[src/rtl/vga_roi_analyzer.sv]
// VGA raster generator with centred frame-buffer display (colour / gray /
// binary / binary+ROI overlay) and a one-frame dark-pixel ROI measurement.
module vga_roi_analyzer #(
  parameter int H_ACTIVE    = 640,
  parameter int H_FP        = 16,
  parameter int H_SYNC      = 96,
  parameter int H_BP        = 48,
  parameter int V_ACTIVE    = 480,
  parameter int V_FP        = 10,
  parameter int V_SYNC      = 2,
  parameter int V_BP        = 33,
  parameter int IMG_W       = 320,
  parameter int IMG_H       = 240,
  parameter int IMG_X0      = 160,
  parameter int IMG_Y0      = 120,
  parameter int CW          = 4,
  parameter int ADDR_W      = 17,
  parameter int CNT_W       = 17,
  parameter int SYNC_ACTIVE = 0
) (
  input  logic              clk25,
  input  logic              rst,
  output logic [ADDR_W-1:0] frame_addr,
  input  logic [3*CW-1:0]   frame_pixel,
  input  logic [1:0]        mode,
  input  logic [CW-1:0]     threshold,
  input  logic [9:0]        roi_x0,
  input  logic [9:0]        roi_x1,
  input  logic [9:0]        roi_y0,
  input  logic [9:0]        roi_y1,
  input  logic [CNT_W-1:0]  hit_level,
  input  logic              algo_start,
  output logic              algo_busy,
  output logic              algo_done,
  output logic [CNT_W-1:0]  dark_count,
  output logic              result,
  output logic [9:0]        h_cnt,
  output logic [9:0]        v_cnt,
  output logic [CW-1:0]     vga_red,
  output logic [CW-1:0]     vga_green,
  output logic [CW-1:0]     vga_blue,
  output logic              vga_hsync,
  output logic              vga_vsync
);

  localparam logic [9:0] H_LAST = 10'(H_ACTIVE + H_FP + H_SYNC + H_BP - 1);
  localparam logic [9:0] V_LAST = 10'(V_ACTIVE + V_FP + V_SYNC + V_BP - 1);
  localparam logic [9:0] HS_BEG = 10'(H_ACTIVE + H_FP);
  localparam logic [9:0] HS_END = 10'(H_ACTIVE + H_FP + H_SYNC);
  localparam logic [9:0] VS_BEG = 10'(V_ACTIVE + V_FP);
  localparam logic [9:0] VS_END = 10'(V_ACTIVE + V_FP + V_SYNC);
  localparam logic [9:0] IX0    = 10'(IMG_X0);
  localparam logic [9:0] IX1    = 10'(IMG_X0 + IMG_W);
  localparam logic [9:0] IY0    = 10'(IMG_Y0);
  localparam logic [9:0] IY1    = 10'(IMG_Y0 + IMG_H);
  localparam logic [ADDR_W-1:0] ADDR_LAST = ADDR_W'(IMG_W * IMG_H - 1);
  localparam logic [CNT_W-1:0]  CNT_MAX   = '1;
  localparam logic              SYNC_ON   = 1'(SYNC_ACTIVE);

  typedef enum logic [1:0] {S_IDLE, S_ARMED, S_MEASURE, S_DONE} state_t;

  logic [9:0]        h_q, h_d, v_q, v_d;
  logic [ADDR_W-1:0] addr_q, addr_d;
  logic              v_in_img0, in_img0, roi0, hs0, vs0;
  logic              in_img1_q, roi1_q, hs1_q, vs1_q;
  logic [CW-1:0]     r1, g1, b1, gray1, bw1;
  logic              dark1;
  logic [CW-1:0]     red_d, green_d, blue_d;
  logic [CW-1:0]     red_q, green_q, blue_q;
  logic              hsync_q, vsync_q;
  state_t            state_q;
  logic [CNT_W-1:0]  cnt_q, dark_q;
  logic              busy_q, done_q, result_q;

  // Free-running raster counters
  always_comb begin
    h_d = h_q + 10'd1;
    v_d = v_q;
    if (h_q == H_LAST) begin
      h_d = '0;
      v_d = (v_q == V_LAST) ? '0 : v_q + 10'd1;
    end
  end

  // Raster counter registers
  always_ff @(posedge clk25) begin
    if (rst) begin
      h_q <= '0;
      v_q <= '0;
    end else begin
      h_q <= h_d;
      v_q <= v_d;
    end
  end

  // Stage 0: image window, ROI membership, sync windows, next read address
  always_comb begin
    v_in_img0 = (v_q >= IY0) && (v_q < IY1);
    in_img0   = v_in_img0 && (h_q >= IX0) && (h_q < IX1);
    roi0      = in_img0 && (h_q >= roi_x0) && (h_q <= roi_x1)
                        && (v_q >= roi_y0) && (v_q <= roi_y1);
    hs0       = (h_q >= HS_BEG) && (h_q < HS_END);
    vs0       = (v_q >= VS_BEG) && (v_q < VS_END);
    addr_d    = addr_q;
    // wrap after the last image pixel so the address never leaves the buffer
    if (!v_in_img0)   addr_d = '0;
    else if (in_img0) addr_d = (addr_q == ADDR_LAST) ? '0 : addr_q + 1'b1;
  end

  // Frame-buffer address register and stage-1 alignment of stage-0 flags
  always_ff @(posedge clk25) begin
    if (rst) begin
      addr_q    <= '0;
      in_img1_q <= 1'b0;
      roi1_q    <= 1'b0;
      hs1_q     <= 1'b0;
      vs1_q     <= 1'b0;
    end else begin
      addr_q    <= addr_d;
      in_img1_q <= in_img0;
      roi1_q    <= roi0;
      hs1_q     <= hs0;
      vs1_q     <= vs0;
    end
  end

  // Stage 1: pixel conversion and display-mode selection
  always_comb begin
    r1      = frame_pixel[3*CW-1:2*CW];
    g1      = frame_pixel[2*CW-1:CW];
    b1      = frame_pixel[CW-1:0];
    gray1   = (r1 >> 2) + (g1 >> 1) + (b1 >> 2);
    dark1   = (gray1 <= threshold);
    bw1     = dark1 ? '0 : '1;
    red_d   = '0;
    green_d = '0;
    blue_d  = '0;
    if (in_img1_q) begin
      case (mode)
        2'd0: begin red_d = r1; green_d = g1; blue_d = b1; end
        2'd1: begin red_d = gray1; green_d = gray1; blue_d = gray1; end
        2'd2: begin red_d = bw1; green_d = bw1; blue_d = bw1; end
        default: begin
          if (dark1 && roi1_q) begin
            red_d = '0; green_d = '0; blue_d = '1;
          end else begin
            red_d = bw1; green_d = bw1; blue_d = bw1;
          end
        end
      endcase
    end
  end

  // Stage 2: registered pixel and sync outputs
  always_ff @(posedge clk25) begin
    if (rst) begin
      red_q   <= '0;
      green_q <= '0;
      blue_q  <= '0;
      hsync_q <= ~SYNC_ON;
      vsync_q <= ~SYNC_ON;
    end else begin
      red_q   <= red_d;
      green_q <= green_d;
      blue_q  <= blue_d;
      hsync_q <= hs1_q ? SYNC_ON : ~SYNC_ON;
      vsync_q <= vs1_q ? SYNC_ON : ~SYNC_ON;
    end
  end

  // Measurement FSM: arm on request, count one full frame, latch result
  always_ff @(posedge clk25) begin
    if (rst) begin
      state_q  <= S_IDLE;
      cnt_q    <= '0;
      dark_q   <= '0;
      busy_q   <= 1'b0;
      done_q   <= 1'b0;
      result_q <= 1'b0;
    end else begin
      case (state_q)
        S_IDLE, S_DONE: begin
          if (algo_start) begin
            state_q  <= S_ARMED;
            cnt_q    <= '0;
            busy_q   <= 1'b1;
            done_q   <= 1'b0;
            result_q <= 1'b0;
          end
        end
        S_ARMED: begin
          if (h_q == '0 && v_q == '0) state_q <= S_MEASURE;
        end
        default: begin
          if (roi1_q && dark1 && cnt_q != CNT_MAX) cnt_q <= cnt_q + 1'b1;
          // h=2 on the first line below the image: last stage-1 pixel counted
          if (v_q == IY1 && h_q == 10'd2) begin
            state_q  <= S_DONE;
            dark_q   <= cnt_q;
            result_q <= (cnt_q >= hit_level);
            busy_q   <= 1'b0;
            done_q   <= 1'b1;
          end
        end
      endcase
    end
  end

  assign frame_addr = addr_q;
  assign h_cnt      = h_q;
  assign v_cnt      = v_q;
  assign vga_red    = red_q;
  assign vga_green  = green_q;
  assign vga_blue   = blue_q;
  assign vga_hsync  = hsync_q;
  assign vga_vsync  = vsync_q;
  assign algo_busy  = busy_q;
  assign algo_done  = done_q;
  assign dark_count = dark_q;
  assign result     = result_q;

endmodule

[config.mk]
export PLATFORM = sky130hd
export DESIGN_NAME = vga_roi_analyzer
export DESIGN_NICKNAME = d
export VERILOG_FILES = /design/src/rtl/vga_roi_analyzer.sv
export SDC_FILE = /design/constraint.sdc
export NUM_CORES = 1
export LEC_CHECK = 0
export CAP_MARGIN = 20
export CORE_AREA = 2 2 123 149
export CTS_CLUSTER_SIZE = 12
export DETAILED_ROUTE_END_ITERATION = 8
export DIE_AREA = 0 0 125 151
export PLACE_DENSITY = 0.65
export SLEW_MARGIN = 20
export SYNTH_ARGS = -nofsm -noshare
export SYNTH_HDL_FRONTEND = slang
export SYNTH_SLANG_ARGS = --single-unit
export TNS_END_PERCENT = 5
[constraint.sdc]
create_clock -name clk25 -period 2.7 [get_ports clk25]
set_input_delay 0.27 -clock clk25 [delete_from_list [all_inputs] [get_ports clk25]]
set_output_delay 0.27 -clock clk25 [all_outputs]
set_load 0.1 [all_outputs]
==> results.json <==
{
  "hold_viol": 0,
  "hp-class": "input pin to register",
  "cts_root_buffer": "clkbuf_16",
  "hold_end": "frame_addr[1]",
  "die_x_um": 125,
  "coreArea_um2": 17370,
  "pre_cts_slack_ps": -858.9,
  "area_growth_pct": 38.21,
  "cts.sinks": 94,
  "r2r-start": "cnt_q[0]",
  "initial_core_util_pct": 34.73,
  "wl_met1_mm": 7.425,
  "ys_ff_latch": 94,
  "worst_skew_pair.late_latency_ps": 350,
  "synth_nets": 899,
  "io_pins": 149,
  "holdBufCountCts": 0,
  "dr.pass1.iters": 4,
  "drt_wl_total_mm": 17.10,
  "cellPowerDensity_nw_per_um2": 456.8,
  "finalInstanceArea_um2": 8341,
  "ant_nets": 0,
  "hpwl_mm": 13.02,
  "dieArea_um2": 18880,
  "clk_pin_slew_ps": 70,
  "vias": 5807,
  "drv_slew": 0,
  "grt_pass1_wl_mm": 28.37,
  "crit_type": "input pin to register",
  "worst_pin_slew_ps": 742.6,
  "antenna_found_initial": 0,
  "worstHoldStart": "rst",
  "cts_tree": "built",
  "grt_pass1_vias": 5802,
  "crit_arrival_ps": 2810,
  "top_layer_used": "met4",
  "fin_util_pct": 48.01,
  "rsz0062_at_grt": "no",
  "yosysWarnings": 0,
  "drive_gt1_share_pct": 20.21,
  "drt-vias-per-instance": 5.028,
  "timing.rr.end": "cnt_q[12]",
  "fin_ws_ps": 101.4,
  "place_inst": 1135,
  "crit_required_ps": 2920,
  "fmax_ghz": 0.3848,
  "die_y_um": 151,
  "ir_worst_vdd_uv": 362.9,
  "hold_depth": 3,
  "cp-end-kind": "register",
  "wl_met2_mm": 8.644,
  "r2r_cells": 13,
  "synth_cell_types": 67,
  "met3_length_um": 724,
  "htreeDepth": 3,
  "gr-usage-all-layers_pct": 18.39,
  "portBuffers": 148,
  "grt-ovfl-total": 0,
  "nets": 1084,
  "ys_seq_area_share_pct": 31.18,
  "synthesis.area_um2": 6035,
  "drtIter0Drc": 308,
  "ys.flop_type": "dfxtp_1",
  "synth_cells": 745,
  "setup_viol": 0,
  "rows": 53,
  "relSlewSlack_pct": 50.08,
  "grt_max_degree": 48,
  "power.leakage_uw": 0.003680,
  "postPlaceCellArea_um2": 7823,
  "r2r_slack_ps": 130,
  "period_share_pct": 96.24,
  "drcViolationCount": 0,
  "avgSynthCellArea_um2": 8.100,
  "fin_skew_ps": 8.518,
  "synth_edf_count": 0,
  "hold_ws_ps": 293.4,
  "outcome": "completed",
  "place.gp.congestion": 0.8857,
  "stdcell_count": 1155,
  "start_kind": "input pin",
  "clock_path_buffers": 2,
  "n_antenna_cell": 0,
  "max_cap_violations": 0,
  "numCtsBuffers": 9,
  "wl_per_cell_um": 14.81,
  "ys_async_sr_fraction_pct": 0,
  "period_minus_slack_ps": 2599,
  "crit_fanout": 7
}
## worst max-delay path: stages
cell	delay (ps)
dlygate4sd2_1	210
inv_2	50
fa_2	380
inv_2	70
ha_4	120
inv_2	30
fa_1	480
inv_2	50
ha_4	260
o21a_1	160
o31ai_4	120
a21o_4	270
buf_4	160
a21oi_1	140
nor3_1	60
## layout make-up
class	count	area [µm²]
Clock buffer	9	225.2
Clock inverter	7	146.4
Fill cell	1720	9034
Inverter	91	341.6
Multi-Input combinational cell	537	3801
Sequential cell	94	1882
Tap cell	220	275.3
Timing Repair Buffer	197	1669
## cells by family (layout without fill, tap and decap cells)
family          count (synthesis)  count (layout)  share of synthesized area, %
flops                          94              94                         31.18
mux                             2               2                        0.3318
simple gates                  271             271                         23.82
fa+ha+maj                      76              76                         16.13
compound gates                160             160                         16.69
xor+xnor                       28              28                         4.064
buf+inv                       114             304                         7.775
## through the flow
stage          setup TNS, ps  total power, µW
6_report                   0             3810
5_1_grt                    0             3997
4_1_cts                    0             3851
3_5_place_dp          -22350             2208
3_3_place_gp          -21280             2203
2_1_floorplan         -482.3             1916
## worst max-delay path by stage
| stage | start | endpoint | slack [ps] | cells after the start |
|---|---|---|---|---|
| after global placement | frame_pixel[3] | cnt_q[3] | -810 | 14 |
| after detailed placement | frame_pixel[3] | cnt_q[3] | -860 | 14 |
| after CTS | frame_pixel[3] | cnt_q[15] | 9 | 15 |
| after global routing | cnt_q[0] | cnt_q[6] | 10 | 12 |
| final | frame_pixel[2] | cnt_q[2] | 100 | 15 |
| after floorplan | frame_pixel[3] | vga_blue[2] | -70 | 13 |
## what timing repair did
item,4_1_cts,5_1_grt
endpoints found under the setup margin,29,18
buffers inserted,2,2
pin swaps,18,14
resized for setup,47,8
## cell usage in the layout, fill, tap and decap left out, types with 4 or more instances in the layout
master and n:
a31oi_1 7, xnor2_1 10, inv_1 80, nor2_1 46
buf_4 117, nand2b_1 7, xor2_1 18, o21ai_0 27
inv_2 10, dfxtp_1 94, nand2_1 80, nand3_1 28
a21o_1 7, a211oi_1 7, and3_1 8, clkdlybuf4s50_1 70
a21oi_1 64, ha_1 71, or3_1 4, clkbuf_16 9
nor3_1 19, a21oi_2 7, bufinv_16 4, nor4_1 7
nor2b_1 11, nand4_1 30, o21a_1 6
## per-layer routing
layer | global-route usage [%] | vias to the layer above
li1 | - | 2976
met2 | 33.21 | 135
met3 | 3.214 | 21
met5 | 0 | -
met4 | 5.889 | 0
met1 | 22.27 | 2675
## sequential cells by signal, summed over array words and instances, names as in the netlist, 2 cells and up
register and cells:
h_cnt 10, dark_count 17, state_q 2, cnt_q 17, vga_blue 4, frame_addr 17
vga_red 4, v_cnt 10, vga_green 4
## Yosys cell counts, drive strengths merged, types with 2 or more instances
master	instances	area share, %
a211o	2	0.29
xor2	18	2.6
nor4b	4	0.83
and2	3	0.31
or3	5	0.60
fa	3	1.0
nand2b	7	0.73
and4	2	0.29
nand3b	3	0.37
a41oi	4	0.58
nor2b	11	1.1
o21ai	30	2.5
a31oi	7	0.73
nor3	21	2.1
and3	8	0.83
nand4	31	3.3
o31ai	4	0.50
clkbuf	10	0.62
or2	2	0.21
a311oi	5	0.83
nand3	29	2.4
mux2i	2	0.33
nor2	50	3.3
a21oi	72	6.1
nor4	10	1.6
ha	73	15
nand2	81	5.0
o211ai	2	0.25
a21o	8	1.1
buf	13	1.5
a211oi	9	1.3
o21a	6	0.75
dfxtp	94	31
o41ai	2	0.41
xnor2	10	1.5
inv	90	5.6
## power by group
part | internal, µW | leakage, µW | total, µW | switching [µW]
logic | 343 | 0.00274 | 814 | 471
registers | 1410 | 0.000758 | 1430 | 18.7
clock network | 1000 | 0.000180 | 1570 | 567
(Power assumes the default switching activity.)
